[config.mk]
export PLATFORM = sky130hd
export DESIGN_NAME = game_binary_entry
export DESIGN_NICKNAME = d
export VERILOG_FILES = /design/src/rtl/game_pkg.sv /design/src/rtl/btn_edge.sv /design/src/rtl/random_digit.sv /design/src/rtl/game_binary_entry.sv
export SDC_FILE = /design/constraint.sdc
export NUM_CORES = 1
export LEC_CHECK = 0
export ABC_AREA = 1
export BUFFER_PORTS_ARGS = -buffer_cell sky130_fd_sc_hd__clkbuf_2
export CORE_MARGIN = 5
export CORE_UTILIZATION = 50
export CTS_CLUSTER_DIAMETER = 120
export CTS_CLUSTER_SIZE = 20
export DETAILED_ROUTE_END_ITERATION = 10
export MAX_ROUTING_LAYER = met4
export PLACE_DENSITY = 0.65
export SETUP_SLACK_MARGIN = 0.4
export SYNTH_ARGS = -nofsm -noshare
export SYNTH_HDL_FRONTEND = slang
export SYNTH_SLANG_ARGS = --single-unit
[constraint.sdc]
create_clock -name clk -period 1.9 [get_ports clk]
set_input_delay 0.095 -clock clk [delete_from_list [all_inputs] [get_ports clk]]
set_output_delay 0.095 -clock clk [all_outputs]
set_load 0.01 [all_outputs]
[src/rtl/game_pkg.sv]
// Shared definitions for the 7-seg game family.
//  - display codes driven into the shared game mux / 7-seg decoder
//  - FSM state type used by the games
//  - target mapping helper (3-bit random -> digit 1..7)
package game_pkg;

  typedef enum logic [2:0] {
    ST_IDLE   = 3'd0,
    ST_SHOW   = 3'd1,
    ST_BIT2   = 3'd2,
    ST_BIT1   = 3'd3,
    ST_BIT0   = 3'd4,
    ST_RESULT = 3'd5
  } game_state_t;

  localparam logic [3:0] DISP_CORRECT = 4'd10;
  localparam logic [3:0] DISP_ERROR   = 4'd11;
  localparam logic [3:0] DISP_OFF     = 4'd12;
  localparam logic [3:0] DISP_QUERY   = 4'd13;
  localparam logic [3:0] STREAK_MAX   = 4'd9;

  // Zero has no meaningful binary entry for the player, so it becomes 5.
  function automatic logic [2:0] map_target(input logic [2:0] r);
    return (r == 3'd0) ? 3'd5 : r;
  endfunction

endpackage

[src/rtl/btn_edge.sv]
// Raw button conditioner: 2-flop synchronizer plus rising-edge detector.
//  clk     in  system clock
//  reset   in  asynchronous, active-high reset
//  i_btn   in  raw asynchronous level from the button
//  o_pulse out one-cycle pulse per rising edge of the synchronized level
module btn_edge (
  input  logic clk,
  input  logic reset,
  input  logic i_btn,
  output logic o_pulse
);

  logic r_sync1, r_sync2, r_sync_d;

  always_ff @(posedge clk or posedge reset) begin
    if (reset) begin
      r_sync1  <= 1'b0;
      r_sync2  <= 1'b0;
      r_sync_d <= 1'b0;
    end else begin
      r_sync1  <= i_btn;
      r_sync2  <= r_sync1;
      r_sync_d <= r_sync2;
    end
  end

  assign o_pulse = r_sync2 & ~r_sync_d;

endmodule

[src/rtl/random_digit.sv]
// Free-running pseudo-random source shared by the games.
//  clk   in  system clock
//  reset in  asynchronous, active-high reset
//  rnd   out 4-bit pseudo-random value (never 0000)
module random_digit (
  input  logic       clk,
  input  logic       reset,
  output logic [3:0] rnd
);

  logic [3:0] r_lfsr;

  // x^4 + x^3 + 1, maximal length (15 states); seed must be non-zero.
  always_ff @(posedge clk or posedge reset) begin
    if (reset) r_lfsr <= 4'b0001;
    else       r_lfsr <= {r_lfsr[2:0], r_lfsr[3] ^ r_lfsr[2]};
  end

  assign rnd = r_lfsr;

endmodule

[src/rtl/game_binary_entry.sv]
// Binary entry game: shows a digit 1..7, the player keys its 3-bit binary
// form MSB first (btn_zero = 0, btn_one = 1), then correct/error is shown.
//  clk      in  system clock
//  reset    in  asynchronous, active-high reset
//  btn_zero in  raw button, enters bit 0
//  btn_one  in  raw button, enters bit 1
//  value    out display code (0-9 digit, 10 correct, 11 error, 12 blank, 13 '?')
//  streak   out consecutive correct answers, saturating at 9
module game_binary_entry
  import game_pkg::*;
#(
  parameter int unsigned DELAY_TIME  = 10_000_000,
  parameter int unsigned TIMEOUT     = 50_000_000,
  parameter int unsigned COUNTER_LEN = 26
) (
  input  logic       clk,
  input  logic       reset,
  input  logic       btn_zero,
  input  logic       btn_one,
  output logic [3:0] value,
  output logic [3:0] streak
);

  localparam logic [COUNTER_LEN-1:0] DLY_LAST = COUNTER_LEN'(DELAY_TIME - 1);
  localparam logic [COUNTER_LEN-1:0] TO_LAST  = COUNTER_LEN'(TIMEOUT - 1);
  localparam logic [COUNTER_LEN-1:0] CNT_ONE  = COUNTER_LEN'(1);

  logic       w_p0, w_p1, w_single, w_bit;
  logic [3:0] w_rnd;
  logic [2:0] w_shift;

  game_state_t            r_state,  w_state_nx;
  logic [COUNTER_LEN-1:0] r_cnt,    w_cnt_nx;
  logic [3:0]             r_value,  w_value_nx;
  logic [3:0]             r_streak, w_streak_nx;
  logic [2:0]             r_entry,  w_entry_nx;
  logic [2:0]             r_target, w_target_nx;

  btn_edge u_btn_zero (.clk(clk), .reset(reset), .i_btn(btn_zero), .o_pulse(w_p0));
  btn_edge u_btn_one  (.clk(clk), .reset(reset), .i_btn(btn_one),  .o_pulse(w_p1));
  random_digit u_rnd  (.clk(clk), .reset(reset), .rnd(w_rnd));

  // Simultaneous pulses are ambiguous and dropped everywhere.
  assign w_single = w_p0 ^ w_p1;
  assign w_bit    = w_p1;
  assign w_shift  = {r_entry[1:0], w_bit};

  always_ff @(posedge clk or posedge reset) begin
    if (reset) begin
      r_state  <= ST_IDLE;
      r_cnt    <= '0;
      r_value  <= DISP_OFF;
      r_streak <= 4'd0;
      r_entry  <= 3'd0;
      r_target <= 3'd0;
    end else begin
      r_state  <= w_state_nx;
      r_cnt    <= w_cnt_nx;
      r_value  <= w_value_nx;
      r_streak <= w_streak_nx;
      r_entry  <= w_entry_nx;
      r_target <= w_target_nx;
    end
  end

  always_comb begin
    w_state_nx  = r_state;
    w_cnt_nx    = r_cnt;
    w_value_nx  = r_value;
    w_streak_nx = r_streak;
    w_entry_nx  = r_entry;
    w_target_nx = r_target;
    case (r_state)
      ST_IDLE: begin
        w_cnt_nx   = '0;
        w_value_nx = DISP_OFF;
        if (w_single) begin
          w_target_nx = map_target(w_rnd[2:0]);
          w_value_nx  = {1'b0, map_target(w_rnd[2:0])};
          w_entry_nx  = 3'd0;
          w_state_nx  = ST_SHOW;
        end
      end
      ST_SHOW: begin
        if (r_cnt == DLY_LAST) begin
          w_cnt_nx   = '0;
          w_value_nx = DISP_QUERY;
          w_state_nx = ST_BIT2;
        end else begin
          w_cnt_nx = r_cnt + CNT_ONE;
        end
      end
      ST_BIT2, ST_BIT1, ST_BIT0: begin
        if (w_single) begin
          w_entry_nx = w_shift;
          w_cnt_nx   = '0;
          if (r_state == ST_BIT0) begin
            // Judge the full word including the bit arriving this cycle.
            w_state_nx = ST_RESULT;
            if (w_shift == r_target) begin
              w_value_nx  = DISP_CORRECT;
              w_streak_nx = (r_streak >= STREAK_MAX) ? STREAK_MAX : r_streak + 4'd1;
            end else begin
              w_value_nx  = DISP_ERROR;
              w_streak_nx = 4'd0;
            end
          end else begin
            w_value_nx = {3'b000, w_bit};
            w_state_nx = (r_state == ST_BIT2) ? ST_BIT1 : ST_BIT0;
          end
        end else if (r_cnt == TO_LAST) begin
          w_cnt_nx    = '0;
          w_value_nx  = DISP_ERROR;
          w_streak_nx = 4'd0;
          w_state_nx  = ST_RESULT;
        end else begin
          w_cnt_nx = r_cnt + CNT_ONE;
        end
      end
      ST_RESULT: begin
        if (r_cnt == DLY_LAST) begin
          w_cnt_nx   = '0;
          w_value_nx = DISP_OFF;
          w_state_nx = ST_IDLE;
        end else begin
          w_cnt_nx = r_cnt + CNT_ONE;
        end
      end
      default: begin
        w_cnt_nx   = '0;
        w_value_nx = DISP_OFF;
        w_state_nx = ST_IDLE;
      end
    endcase
  end

  assign value  = r_value;
  assign streak = r_streak;

endmodule

## After elaboration in Yosys (flattened, before gate mapping)

Index checks and enable logic that the tools add are counted.

- Logic and storage cells: 76
- Output and inout port bits: 8
- Bits of input ports: 4
- Register bits after elaboration: 52

- Equality and inequality tests: 14
- Reductions and logical operators: 11
- Bitwise operators: 6
- Add/sub/neg operators: 2
- $lt $le $gt $ge: 1
- Multiplexer cells: 29

Operators by type and width:

| operator | count |
|---|---|
| 2-to-1 mux 26 bit | 3 |
| one-hot mux 26 bit (2 select lines) | 1 |
| 2-to-1 mux 4 bit | 11 |
| adder 26 x 1 -> 26 bit (second input constant) | 1 |
| equality test 26 x 24 -> 1 bit (second input constant) | 1 |
| equality test 26 bit (second input constant) | 1 |
| 2-to-1 mux 3 bit | 8 |
| one-hot mux 4 bit (4 select lines) | 1 |
| one-hot mux 3 bit (4 select lines) | 1 |
| AND reduction 3 bit | 3 |
| inequality test 2 bit (second input constant) | 4 |
| equality test 3 x 2 -> 1 bit (second input constant) | 2 |
| equality test 3 bit (second input constant) | 2 |
| zero test 3 bit | 2 |
| adder 4 x 1 -> 4 bit (second input constant) | 1 |
| >= comparator 4 bit (second input constant) | 1 |
| 2-to-1 mux 2 bit | 2 |
| one-hot mux 2 bit (2 select lines) | 1 |
| AND reduction 4 bit | 1 |
| nonzero test 2 bit | 2 |
| equality test 3 x 1 -> 1 bit (second input constant) | 1 |
| equality test 3 bit | 1 |
| inequality test 3 bit (second input constant) | 1 |
| OR reduction 3 bit | 1 |
| other kinds (7) | 10 |

## Depth between registers and ports, before layout

Gate-level depths: netlist of the first run.

- Depth after elaboration: 7
- Depth in mapped cells: 11
- Depth with buffers taken out: 11

## By module

Synthesis of the first run repeated with hierarchy kept, for this count alone.

- Cell total of the unflattened synthesis: 370
- Area total of the unflattened synthesis: 2827.7 sq um

By module, submodules not included:

| module | cells an instance | area each (sq um) | instances |
|---|---|---|---|
| game_binary_entry | 348 | 2526.2 | 1 |
| btn_edge | 6 | 88.8 | 2 |
| random_digit | 10 | 123.9 | 1 |

## Least setup slack after synthesis of the first run

Ideal clock, no wire load.

- Kind: reg2reg
- From: reg r_cnt[0]
- To: reg r_cnt[0]
- Library setup time: 123 ps
- Path slack: 203 ps
- Data required time: 1777 ps
- Cell stages (with the launch flop): 12
- Arrival: 1574 ps
- Path buffers: 1
- Path through: dfrtp_1 ha_1 nand2_1 nor2_1 nand2_1 nor2_1 nand2_1 nand3_4 nand2_4 inv_6 buf_12 nor2_2

- Longest elaborated chain between the ends: 4
- Elaborated cells on any way between the ends: 7

Ends and longest elaborated chain:

| element | line | RTL |
|---|---|---|
| from (decl) | game_binary_entry.sv:33 | `logic [COUNTER_LEN-1:0] r_cnt, w_cnt_nx;` |
| from (signal assigned) | game_binary_entry.sv:58 | `r_cnt <= w_cnt_nx;` |
| adder 26 x 1 -> 26 bit / equality test 26 bit (equally long branches) | - |  |
| 2-to-1 mux 26 bit | game_binary_entry.sv:111 | `end else if (r_cnt == TO_LAST) begin` |
| 2-to-1 mux 26 bit | game_binary_entry.sv:94 | `if (w_single) begin` |
| one-hot mux 26 bit (2 select lines) * | game_binary_entry.sv:73 | `case (r_state)` |
| net w_cnt_nx[0] | game_binary_entry.sv:33 |  |

The timed path passes the listed nets; every way through them passes the cells marked *.
A chain may end at the register's enable or synchronous reset.

## Worst setup path after layout of the first run

- From: reg r_state[0]
- To: reg r_value[0], in the netlist value[0]

- Longest elaborated chain between the ends: 4
- Elaborated cells on any way between the ends: 14

Ends and longest elaborated chain:

| element | line | RTL |
|---|---|---|
| from (decl) | game_binary_entry.sv:32 | `game_state_t r_state, w_state_nx;` |
| from (signal assigned) | game_binary_entry.sv:57 | `r_state <= w_state_nx;` |
| equality test 3 bit / equality test 3 x 2 -> 1 bit (equally long branches) | game_binary_entry.sv:73, game_binary_entry.sv:97 |  |
| OR reduction 3 bit / 2-to-1 mux 4 bit (equally long branches) | game_binary_entry.sv:73, game_binary_entry.sv:97 |  |
| inequality test 3 bit (no line) / 2-to-1 mux 4 bit (equally long branches) | - |  |
| AND reduction 3 bit (no line) / one-hot mux 4 bit (4 select lines) (equally long branches) | - |  |
| to (signal assigned) | game_binary_entry.sv:59 | `r_value <= w_value_nx;` |
| to (decl) | game_binary_entry.sv:34 | `logic [3:0] r_value, w_value_nx;` |

Parallel ways exist; a longest one is shown, timed or not.

==> results.cfg, run 1 <==
[status]
status = finished, final reports clean

[logic_synthesis]
synth.distinct_cells = 30
mappedNetlistArea_um2 = 2880
avgSynthCellArea_um2 = 7.37
syn-num-nets = 398
synth_cells = 390
ys_ff_latch = 52
synth-async-reset-ratio_pct = 100
synth_edf_count = 0
seq_area_frac_synth_pct = 45.4
ys.flop_type = dfrtp_1
ys_warn_count = 0

[final_layout]
antenna_cells = 0
fillers = 509
syn2layout_area_growth_pct = 22.2
design_area_um2 = 3510
final_nets = 441
mostFrequentLayoutCell = nand2_1
drive_gt1_share_pct = 25.6
layout_common_cells = 111 x nand2_1, 49 x nor2_1, 44 x dfrtp_1

[timing]
rsz0062_at_grt = yes
post-route-period-util_pct = 81.7
slew-limit-headroom_pct = 71.1
holdWs_ns = 0.307
finalHoldViolations = 0
setup_tns_ns = 0
finalSetupViolations = 0
fmax_mhz = 644
slew_violations = 0
worst_slew_pin_slew_ns = 0.433
skew_ns = 0.00563
fin_crit_ns = 1.55

[floorplan]
io_pins = 12
coreArea_um2 = 5540
die_y_um = 85.8
rows = 27
die_x_um = 85.8
initial_core_util_pct = 51.9
dieArea_um2 = 7370

[pwr]
power-per-cell-area_nw_per_um2 = 1030
peakVddDrop_v = 0.000604
p_leak_nw = 1.61
total_power_mw = 3.62

[detailed_routing]
vias = 2538
first_pass_iters = 4
ant_nets = 0
post-route-drc-count = 0
vias_per_cell = 5.02
drt_iter0_markers = 177
routedWlPerCell_um = 13.1
drt-total-wl_um = 6630

[clock_network]
clock_latency_ns = 0.31
cts_tree = yes
clockBufferDepth = 2
numClockSinks = 52
cts-root-buf = clkbuf_8
htreeDepth = 2
cts_made_buffers = 5
path_clk_slew_ns = 0.10

[global_route]
grt_first_pass_wirelength_um = 11500
grt-ovfl-total = 0
antenna_found_initial = 0
grt_util_all_layers_pct = 20.1
grt_start_max_net_pins = 22
grt_pass1_vias = 2437

[worst_hold_path]
hold_class = in -> async

[critical_path]
cp-start-kind = flop
critPathKind = reg -> reg
end_kind = flop
crit_arrival_ns = 1.77
cp_max_fo = 5
cp.required_ns = 2.12

[place]
dp_hpwl_um = 4520
place_congestion = 0.889
buffer_ports.inserted = 11
place_area_um2 = 3040

[run]
maxCapViolCount = 0
cells in the mapped netlist, types with 4 or more instances:
cell type	number	area, um2
inv_1	44	165
a21oi_1	6	30.0
nand2_1	124	465
dfrtp_1	49	1230
nor2_2	13	81.3
nor3_1	6	30.0
ha_1	4	50.1
nand4_1	9	56.3
nand3_1	19	95.1
o21ai_0	22	110
xor2_1	5	43.8
nor2_1	65	244
through the flow:
step	utilization [%]	cells	worst slack [ns]
detailed placement	54.9	474	0.140
CTS	62.0	504	0.362
global placement	54.9	474	0.178
global route	63.4	506	0.234
floorplan	-	390	0.343
finish	63.4	506	0.348
timing repair:
item	CTS	global route
pin swaps	11	5
resized for setup	36	24
gates cloned	4	0
hold buffers	3	0
setup endpoints to repair	38	38
hold endpoints to repair	19	0
buffers inserted	15	2
cell families after synthesis:
| group | synth area share [%] |
|---|---|
| flops | 45.4 |
| buf+inv | 7.61 |
| xor+xnor | 2.44 |
| simple gates | 36.3 |
| fa+ha+maj | 1.74 |
| compound gates | 6.48 |
per-layer routing:
metal  routed length [um]  part of all wire [%]  GRT usage (%)
met1                 3390                    51           29.1
met4                   95                   1.4           5.90
met5                    0                     0              -
met2                 2900                    44           29.2
met3                  243                   3.7           3.07
cell type report:
class / instances / area (um2) / share of cell area, %
clock buffers: 5 / 68.8 / 1.96
inverters: 47 / 185 / 5.27
flip-flops and latches: 52 / 1310 / 37.3
repair inverters: 2 / 25.0 / 0.712
multi-input cells: 290 / 1560 / 44.4
well taps: 72 / 90.1 / 2.56
clock inverters: 3 / 27.5 / 0.783
repair buffers: 35 / 246 / 7.01
power breakdown:
group | total [mW] | leakage [nW] | internal (mW) | switching [mW]
registers | 1.38 | 0.678 | 1.25 | 0.125
logic | 1.57 | 0.889 | 0.513 | 1.05
clock network | 0.679 | 0.0463 | 0.271 | 0.408
total | 3.62 | 1.61 | 2.03 | 1.59
state kept, by name, indices dropped and copies added (netlist names):
name and count:
u_btn_one.r_sync_d 1, streak 4, r_state 3, r_entry 2, r_target 3, value 4, u_rnd.rnd 4, u_btn_zero.r_sync_d 1
r_cnt 26, u_btn_zero.r_sync2 1, u_btn_zero.r_sync1 1, u_btn_one.r_sync2 1, u_btn_one.r_sync1 1
worst max-delay path: stages, from the launching register on:
cell,delay [ns]
dfrtp_2,0.47
nor2_4,0.16
nand2_2,0.08
inv_2,0.07
nor2_2,0.05
clkinv_2,0.10
nand3_4,0.17
nand2_8,0.18
inv_8,0.06
nand2_2,0.06
nand2_1,0.05
final timing paths:
check | cells after the start | to | slack, ns | from
setup / recovery | 10 | value[0]$_DFFE_PP0P_ | 0.35 | r_state[0]$_DFFE_PP0P_
max in group asynchronous | 4 | u_rnd.rnd[0]$_DFF_PP1_ | 0.94 | reset
min in group clk | 0 | u_btn_one.r_sync2$_DFF_PP0_ | 0.36 | u_btn_one.r_sync1$_DFF_PP0_
setup reg to reg | 10 | value[0]$_DFFE_PP0P_ | 0.35 | r_state[0]$_DFFE_PP0P_
hold reg to reg | 0 | u_btn_one.r_sync2$_DFF_PP0_ | 0.36 | u_btn_one.r_sync1$_DFF_PP0_
hold / removal | 3 | value[0]$_DFFE_PP0P_ | 0.31 | reset
(Power assumes the default switching activity.)
==> run 2, diff against run 1 <==
--- a/config.mk
+++ b/config.mk
@@ -5,7 +5,7 @@
 export SDC_FILE = /design/constraint.sdc
 export NUM_CORES = 1
 export LEC_CHECK = 0
-export ABC_AREA = 1
+export ABC_AREA = 0
 export BUFFER_PORTS_ARGS = -buffer_cell sky130_fd_sc_hd__clkbuf_2
 export CORE_MARGIN = 5
 export CORE_UTILIZATION = 50
@@ -13,7 +13,7 @@
 export CTS_CLUSTER_SIZE = 20
 export DETAILED_ROUTE_END_ITERATION = 10
 export MAX_ROUTING_LAYER = met4
-export PLACE_DENSITY = 0.65
+export PLACE_DENSITY = 0.68
 export SETUP_SLACK_MARGIN = 0.4
 export SYNTH_ARGS = -nofsm -noshare
 export SYNTH_HDL_FRONTEND = slang
==> constraint.sdc (replaced) <==
create_clock -name clk -period 1.3 [get_ports clk]
set_input_delay 0.065 -clock clk [delete_from_list [all_inputs] [get_ports clk]]
set_output_delay 0.065 -clock clk [all_outputs]
set_load 0.01 [all_outputs]
==> results.cfg, run 2 <==
[status]
status = finished, violations left
failed_checks = negative setup slack

[floorplan]
dieArea_um2 = 6620
die_x_um = 81.3
io_pins = 12
die_y_um = 81.3
rows = 26
initial_core_util_pct = 50.8
coreArea_um2 = 5010

[timing]
rsz0062_at_grt = yes
worst_slew_pin_slew_ns = 0.512
fin_ws_ns = -0.774
holdWs_ns = 0.351
finalSetupViolations = 41
post-route-period-util_pct = 160
finalHoldViolations = 0
fin_crit_ns = 2.07
slew_violations = 0
slew-limit-headroom_pct = 65.7
skew_ns = 0.00711
fmax_mhz = 482

[global_route]
grt_start_max_net_pins = 53
grt_util_all_layers_pct = 20.7
grt_pass1_vias = 2297
antenna_found_initial = 0
grt_first_pass_wirelength_um = 10300
grt-ovfl-total = 0

[logic_synthesis]
synth_cells = 261
synth.distinct_cells = 43
ys_ff_latch = 52
mappedNetlistArea_um2 = 2540
synthTopCellsByArea = dfrtp_1 48%, xnor2_1 6.9%, nor2_1 6.8%
synth-async-reset-ratio_pct = 100
yosysMostFrequentCell = dfrtp_1
synth_edf_count = 0
ys.flop_type = dfrtp_1
syn-num-nets = 269
avgSynthCellArea_um2 = 9.75
seq_area_frac_synth_pct = 51.3
synth_common_cells = 49 x dfrtp_1, 46 x nor2_1, 20 x xnor2_1
yosysTopAreaCellShare_pct = 48.2
ys_warn_count = 0
synth_top_area_cell = dfrtp_1

[final_layout]
top_register = r_cnt
largest_register_ffs = 26
layout_common_cells = 77 x buf_4, 48 x dfrtp_1, 42 x nor2_1
final_nets = 376
antenna_cells = 0
mostFrequentLayoutCell = buf_4
syn2layout_area_growth_pct = 51.5
fin_util_pct = 77.0
drive_gt1_share_pct = 42.3

[critical_path]
rrSetupSlack_ns = -0.77
end_kind = flop
crit_arrival_ns = 2.28
cp.required_ns = 1.51
cp_max_fo = 3
worstSetupStartpoint = r_cnt[17]$_DFF_PP0_
r2r-start = r_cnt[17]$_DFF_PP0_
cp-start-kind = flop
critPathKind = reg -> reg

[detailed_routing]
drt-total-wl_um = 6370
first_pass_iters = 4
routedWlPerCell_um = 14.5
vias_per_cell = 5.10
post-route-drc-count = 0
drt_iter0_markers = 92
vias = 2240
ant_nets = 0

[worst_hold_path]
hp-start = u_btn_zero.r_sync1$_DFF_PP0_
hold_class = reg -> reg

[clock_network]
cts-root-buf = clkbuf_8
path_clk_slew_ns = 0.10
numClockSinks = 52
htreeDepth = 2
clock_latency_ns = 0.31
cts_tree = yes
cts_made_buffers = 5
clockBufferDepth = 2

[run]
maxCapViolCount = 0

[pwr]
p_leak_nw = 1.73
total_power_mw = 3.87
peakVddDrop_v = 0.000848
power-per-cell-area_nw_per_um2 = 1000

[place]
dp_hpwl_um = 4190
place_congestion = 0.802
buffer_ports.inserted = 11
[run 2: critical path, stage by stage (launching register included)]
cell	delay, ns
dfrtp_1	0.36
nand4_1	0.16
or4_4	0.53
o21ai_4	0.20
o21ai_2	0.09
a31oi_4	0.17
buf_4	0.17
mux2_4	0.29
[run 2: timing repair]
| action | in CTS | in global routing |
|---|---|---|
| buffers inserted | 6 | 8 |
| hold buffers | 3 | 0 |
| gates resized for setup | 18 | 45 |
| gates cloned | 1 | 1 |
| endpoints found under the hold margin | 51 | 0 |
| setup endpoints to repair | 50 | 50 |
| pin swaps | 4 | 12 |
[run 2: path summary, 6_finish.rpt]
kind	to	cells after the start
worst min register to register	u_btn_zero.r_sync2$_DFF_PP0_	0
worst max register to register	value[1]$_DFFE_PP0P_	7
worst max-delay path	value[1]$_DFFE_PP0P_	7
worst min-delay path	u_btn_zero.r_sync2$_DFF_PP0_	0
min in group asynchronous	r_cnt[10]$_DFF_PP0_	4
max in group asynchronous	u_rnd.rnd[0]$_DFF_PP1_	4
[run 2: area by class of cell]
| class | instances | area [um2] |
|---|---|---|
| timing repair buffer | 108 | 923 |
| tap | 70 | 87.6 |
| inverter | 12 | 51.3 |
| fill | 328 | 1150 |
| multi-input combinational | 189 | 1370 |
| sequential | 52 | 1310 |
| clock inverter | 3 | 46.3 |
| clock buffer | 5 | 68.8 |
[run 2: power by group]
group / switching (mW) / internal [mW] / leakage [nW]
Sequential: 0.0476 / 1.69 / 0.684
Clock: 0.572 / 0.581 / 0.0548
Combinational: 0.458 / 0.524 / 0.994
[run 2: logic make-up after synthesis]
kind of cell | Yosys count | synth area share (%)
simple gates | 116 | 21.9
flops | 52 | 51.3
compound gates | 34 | 8.41
xor+xnor | 29 | 9.98
buf+inv | 20 | 3.88
mux | 6 | 2.56
fa+ha+maj | 4 | 1.97
[run 2: metal layers]
layer	routed length [um]	part of all wire [%]	vias to the layer above	GRT usage, %
met5	0	0	-	-
met4	93	1.5	0	6.76
met3	169	2.7	10	3.88
met2	3480	55	35	36.4
met1	2630	41	1094	23.8
li1	-	-	1101	-
[run 2: stage by stage]
step	TNS [ns]	cells	area (um2)	worst slack [ns]
6_report	-25.75	439	3860	-0.774
5_1_grt	-29.64	439	3860	-0.867
4_1_cts	-24.29	430	3600	-0.715
3_5_place_dp	-29.01	412	3350	-0.862
3_3_place_gp	-25.68	412	3350	-0.757
2_1_floorplan	-22.20	261	2690	-0.699
